==> config.mk <==
export PLATFORM = sky130hd
export DESIGN_NAME = mem_port_responder
export DESIGN_NICKNAME = d
export VERILOG_FILES = /design/src/rtl/mem_port_responder.sv
export SDC_FILE = /design/constraint.sdc
export NUM_CORES = 1
export LEC_CHECK = 0
export BUFFER_PORTS_ARGS = -buffer_cell sky130_fd_sc_hd__buf_4
export CORE_ASPECT_RATIO = 1.2
export CORE_UTILIZATION = 45
export DETAILED_ROUTE_END_ITERATION = 7
export GPL_TIMING_DRIVEN = 0
export SYNTH_ARGS = -nofsm -noshare
export SYNTH_HDL_FRONTEND = slang
export SYNTH_SLANG_ARGS = --single-unit
export TNS_END_PERCENT = 1
==> constraint.sdc <==
create_clock -name clk -period 4.5 [get_ports clk]
set_input_delay 0.675 -clock clk [delete_from_list [all_inputs] [get_ports clk]]
set_output_delay 0.675 -clock clk [all_outputs]
set_load 0.01 [all_outputs]
==> src/rtl/mem_port_responder.sv <==
// Four-port memory responder: 128x8 unified RAM, one port served per request.
// Ports: clk, rst_n (sync active-low), en/sel request, readN/writeN/addressN/
// input_dataN per port, output_dataN read registers, ready pulse, busy,
// dispN display mirrors, err (only when WRITE_GUARD_EN is defined).
module mem_port_responder #(
  parameter int ADDR_W    = 7,
  parameter int DATA_W    = 8,
  parameter int LATENCY   = 1,
  parameter int DISP_BASE = 28,
  parameter int PROG_BASE = 32
) (
  input  logic              clk,
  input  logic              rst_n,
  input  logic              en,
  input  logic [1:0]        sel,
  input  logic              read0,
  input  logic              read1,
  input  logic              read2,
  input  logic              read3,
  input  logic              write0,
  input  logic              write1,
  input  logic              write2,
  input  logic              write3,
  input  logic [ADDR_W-1:0] address0,
  input  logic [ADDR_W-1:0] address1,
  input  logic [ADDR_W-1:0] address2,
  input  logic [ADDR_W-1:0] address3,
  input  logic [DATA_W-1:0] input_data0,
  input  logic [DATA_W-1:0] input_data1,
  input  logic [DATA_W-1:0] input_data2,
  input  logic [DATA_W-1:0] input_data3,
  output logic [DATA_W-1:0] output_data0,
  output logic [DATA_W-1:0] output_data1,
  output logic [DATA_W-1:0] output_data2,
  output logic [DATA_W-1:0] output_data3,
  output logic              ready,
  output logic              busy,
  output logic [DATA_W-1:0] disp0,
  output logic [DATA_W-1:0] disp1,
  output logic [DATA_W-1:0] disp2,
  output logic [DATA_W-1:0] disp3
`ifdef WRITE_GUARD_EN
  ,output logic             err
`endif
);

  typedef enum logic [1:0] {IDLE, ACCESS, RESP} state_t;

  localparam logic [7:0] CNT_INIT = 8'(LATENCY - 1);

  state_t state, state_nx;
  logic [7:0] cnt;

  logic [1:0]        c_sel;
  logic              c_rd, c_wr;
  logic [ADDR_W-1:0] c_addr;
  logic [DATA_W-1:0] c_data;

  logic              p_rd, p_wr;
  logic [ADDR_W-1:0] p_addr;
  logic [DATA_W-1:0] p_data;

  logic [DATA_W-1:0] mem [2**ADDR_W];
  logic [DATA_W-1:0] odata [4];
  logic [DATA_W-1:0] disp [4];

  logic fire, blocked, commit;

  always_comb begin
    p_rd   = read0;
    p_wr   = write0;
    p_addr = address0;
    p_data = input_data0;
    unique case (sel)
      2'd0: begin
        p_rd = read0; p_wr = write0;
        p_addr = address0; p_data = input_data0;
      end
      2'd1: begin
        p_rd = read1; p_wr = write1;
        p_addr = address1; p_data = input_data1;
      end
      2'd2: begin
        p_rd = read2; p_wr = write2;
        p_addr = address2; p_data = input_data2;
      end
      2'd3: begin
        p_rd = read3; p_wr = write3;
        p_addr = address3; p_data = input_data3;
      end
      default: ;
    endcase
  end

  assign fire = (state == ACCESS) && (cnt == 8'd0);

`ifdef WRITE_GUARD_EN
  localparam logic [ADDR_W-1:0] PROG_A = ADDR_W'(PROG_BASE);
  logic err_q;
  // Fetch port may load program space; data ports may not.
  assign blocked = c_wr && (c_sel != 2'd0) && (c_addr >= PROG_A);
  assign err     = (state == RESP) && err_q;
`else
  assign blocked = 1'b0;
`endif

  assign commit = fire && c_wr && !blocked;

  always_comb begin
    state_nx = state;
    unique case (state)
      IDLE:    if (en) state_nx = ACCESS;
      ACCESS:  if (cnt == 8'd0) state_nx = RESP;
      RESP:    state_nx = IDLE;
      default: state_nx = IDLE;
    endcase
  end

  always_ff @(posedge clk) begin
    if (!rst_n) begin
      state  <= IDLE;
      cnt    <= '0;
      c_sel  <= '0;
      c_rd   <= 1'b0;
      c_wr   <= 1'b0;
      c_addr <= '0;
      c_data <= '0;
      for (int k = 0; k < 4; k++) begin
        odata[k] <= '0;
        disp[k]  <= '0;
      end
`ifdef WRITE_GUARD_EN
      err_q <= 1'b0;
`endif
    end else begin
      state <= state_nx;
      if (state == IDLE && en) begin
        c_sel  <= sel;
        c_rd   <= p_rd;
        c_wr   <= p_wr;
        c_addr <= p_addr;
        c_data <= p_data;
        cnt    <= CNT_INIT;
      end
      if (state == ACCESS && cnt != 8'd0)
        cnt <= cnt - 8'd1;
      if (fire) begin
`ifdef WRITE_GUARD_EN
        err_q <= blocked;
`endif
        // Write-through: a committed write returns its own data.
        if (c_rd)
          odata[c_sel] <= commit ? c_data : mem[c_addr];
        if (commit)
          for (int k = 0; k < 4; k++)
            if (c_addr == ADDR_W'(DISP_BASE + k))
              disp[k] <= c_data;
      end
    end
  end

  // RAM is not reset; rst_n gating aborts an in-flight write.
  always_ff @(posedge clk) begin
    if (rst_n && commit)
      mem[c_addr] <= c_data;
  end

  assign ready = (state == RESP);
  assign busy  = (state != IDLE);

  assign output_data0 = odata[0];
  assign output_data1 = odata[1];
  assign output_data2 = odata[2];
  assign output_data3 = odata[3];
  assign disp0 = disp[0];
  assign disp1 = disp[1];
  assign disp2 = disp[2];
  assign disp3 = disp[3];

endmodule

==> out/qor.csv <==
metric,value,unit
synthDominantCellAreaShare,74.01,%
synth-edff-count,1088,
final_nets,2585,
cpPeakStageDelay,780,ps
start_util,45.53,%
pin_count,139,
drc_errors,0,
synth_seq_area_share,75.64,%
die_x,287.9,um
cts_max_level,3,
crit_path_top_delay_cell,buf_1,
final_cells,3874,
post-place-ws,-466.5,ps
via_per_inst,6.231,
power_density,469.5,nW/um^2
synth_area_per_cell,19.63,sq um
grt_pass1_vias,24410,
fp.coreArea,96970,sq um
hold_buffers,0,
maxCapViolCount,0,
grt_pass1_wl,189.9,mm
dp.cells,3668,
clk_pin_slew,60,ps
synth_fa_ha_area_share,0.05668,%
synthTopCellsByArea,"edfxtp_1 74%, mux4_2 12%, dfxtp_1 1.6%",
clock_latency,700,ps
postRouteAntennaNets,0,
hold_viol_final,0,
io_buffers,136,
first_pass_iters,5,
yosysWarnings,0,
wl,136.9,mm
fin_crit,4639,ps
r2r_cells,9,
drt_iter0_markers,3275,
dp_hpwl,94.99,mm
fp.dieH,345.1,um
fp-row-count,125,
cts_num_sinks,1124,
crit_end,odata[1][2]$_SDFFCE_PN0P_,
clock_skew,28.08,ps
cts_made_buffers,109,
setup_violations,19,
outcome,finished with violations,
wl_per_cell,35.33,um
synth_compound_area_share,3.143,%
rrSetupSlack,-140,ps
synth_xor_area_share,0,%
synth_fp_nets,2324,
synth_top_cell_by_area,edfxtp_1,
vias,24140,
clock_path_buffers,3,
irDropWorstVdd,0.3360,mV
die_area,99370,sq um
critPathKind,reg2reg,
drive_gt1_share,26.40,%
r2r_end,odata[1][2]$_SDFFCE_PN0P_,
gp_congestion,0.9792,
violations,setup timing,
cts_tree,yes,
synth_seq_cells,1124,
grt-ovfl-total,0,
postSynthCellCount,2249,
fmax,0.2156,GHz
startpoint_type,flop,
netlist_area,44150,sq um
yosys_most_used_dff,edfxtp_1,
cp.arrival,5060,ps
gr-usage-met1,37.02,%
muxShareOfSynthArea,14.53,%
syn_to_final_growth,14.72,%
grt_max_degree,83,
antenna_found_initial,5,
synthTopCellsByCount,"1,088 x edfxtp_1, 245 x mux4_2, 162 x nor2_1, 110 x nand2_1, 66 x mux2i_1",
layout_setup_ws,-138.6,ps
synth-simple-area-share,5.127,%
synth_cell_type_count,62,
synth_top_family_by_area,multiplexers,
leakagePower,15.98,nW
crit_chain,clkbuf_1 > buf_1 > nor2_1 > clkbuf_2 > a22oi_1 > nand3_1 > o21ai_0 > and3_1 > nor4_1,
grt_util_met2,45.59,%
grt_use_total,27.79,%
worst_setup_path_end_kind,flop,
async_flop_share,0,%
power,23.78,mW
worst_pin_slew,1385,ps
hold_path_class,in2reg,
slew_viol_final,0,
maxSlewHeadroom,7.691,%
grtUsageMet3,4.756,%
fillers,7723,
fin_crit_sh,103.1,%
synthMostInstantiatedCell,edfxtp_1,
critPathMaxFanout,10,
multi_input_area,10170,sq um
busiest_layer,met2,
crit_required,4920,ps
ff_latch_area,33420,sq um
rsz0062_at_grt,true,
cts-root-buf,clkbuf_16,
-- routing by layer --
layer | wire length (um) | share of wire, %
met3 | 10990 | 8.0
met4 | 6101 | 4.5
met5 | 17 | 0.012
met1 | 52380 | 38
met2 | 67370 | 49
-- area by class of cell --
cell class              count  area share, %
clock buffers             135          5.764
plain buffers             117          1.240
repair buffers            151          2.530
diodes                      2       0.009883
clock inverters            68          1.164
multi-input cells         997          20.08
well taps                1270          3.138
inverters                  10        0.07412
flip-flops and latches   1124          66.00
-- worst max-delay path: cells and delay by family, from the launching register on --
family,cells,cell delay (ps)
flops,1,410
compound gates,2,630
buf+inv,3,1780
simple gates,4,1500
-- worst min path at each step --
stage,start,depth (start not counted),slack (ps),to
floorplan,c_rd$_SDFFE_PN0P_,2,450,c_rd$_SDFFE_PN0P_
global placement,c_rd$_SDFFE_PN0P_,2,470,c_rd$_SDFFE_PN0P_
detailed placement,c_rd$_SDFFE_PN0P_,2,490,c_rd$_SDFFE_PN0P_
CTS,en,4,420,state[0]$_SDFFE_PN0P_
global route,en,4,490,state[0]$_SDFFE_PN0P_
finish,en,4,440,state[0]$_SDFFE_PN0P_
-- cell usage in the layout, fill, tap and decap left out, types with 42 or more instances in the layout --
cell type and instances:
clkbuf_1 67, a22oi_1 43, mux4_2 245, edfxtp_1 1088, nand2_1 110, and2_1 42
buf_4 157, nor2_1 143, mux2i_1 66, clkbuf_16 112
-- timing repair --
action | in CTS | in global routing
cloned | 0 | 0
setup buffers | 0 | 2
setup endpoints to repair | 187 | 494
resized for setup | 17 | 13
pin swaps | 0 | 1
-- flip-flops by register name (all words and copies together) (netlist names), named ones only --
signal and count:
mem 1024, odata 32, c_wr 1, c_data 8
c_rd 1, cnt 8, disp 32, state 2
c_sel 2, c_addr 7
-- cell families (layout without fill, tap and decap cells) --
| logic type | Yosys count | after routing |
|---|---|---|
| AO/OA/AOI/OAI | 201 | 201 |
| buffers and inverters | 128 | 481 |
| multiplexers | 332 | 332 |
| adder cells (fa/ha/maj) | 2 | 2 |
| flip-flops | 1124 | 1124 |
| AND/OR/NAND/NOR | 462 | 462 |
| other | 0 | 2 |
-- power by group --
group          switching [mW]  internal (mW)  total, mW
registers               0.215           11.7       11.9
logic                    1.86          0.915       2.78
clock network            3.93           5.12       9.05
total                    6.01           17.8       23.8
-- per-stage QoR --
step | cell area, sq um | TNS (ps) | hold WS [ps] | util (%)
floorplan | 44150 | 0 | 452.6 | -
global placement | 46760 | -66430 | 473.9 | 48.22
detailed placement | 47040 | -26000 | 494.8 | 48.51
CTS | 50590 | -13960 | 421.3 | 52.17
global route | 50640 | -360.6 | 493.4 | 52.22
finish | 50640 | -1183 | 445.0 | 52.23
Power figures use the tool's default switching activity.
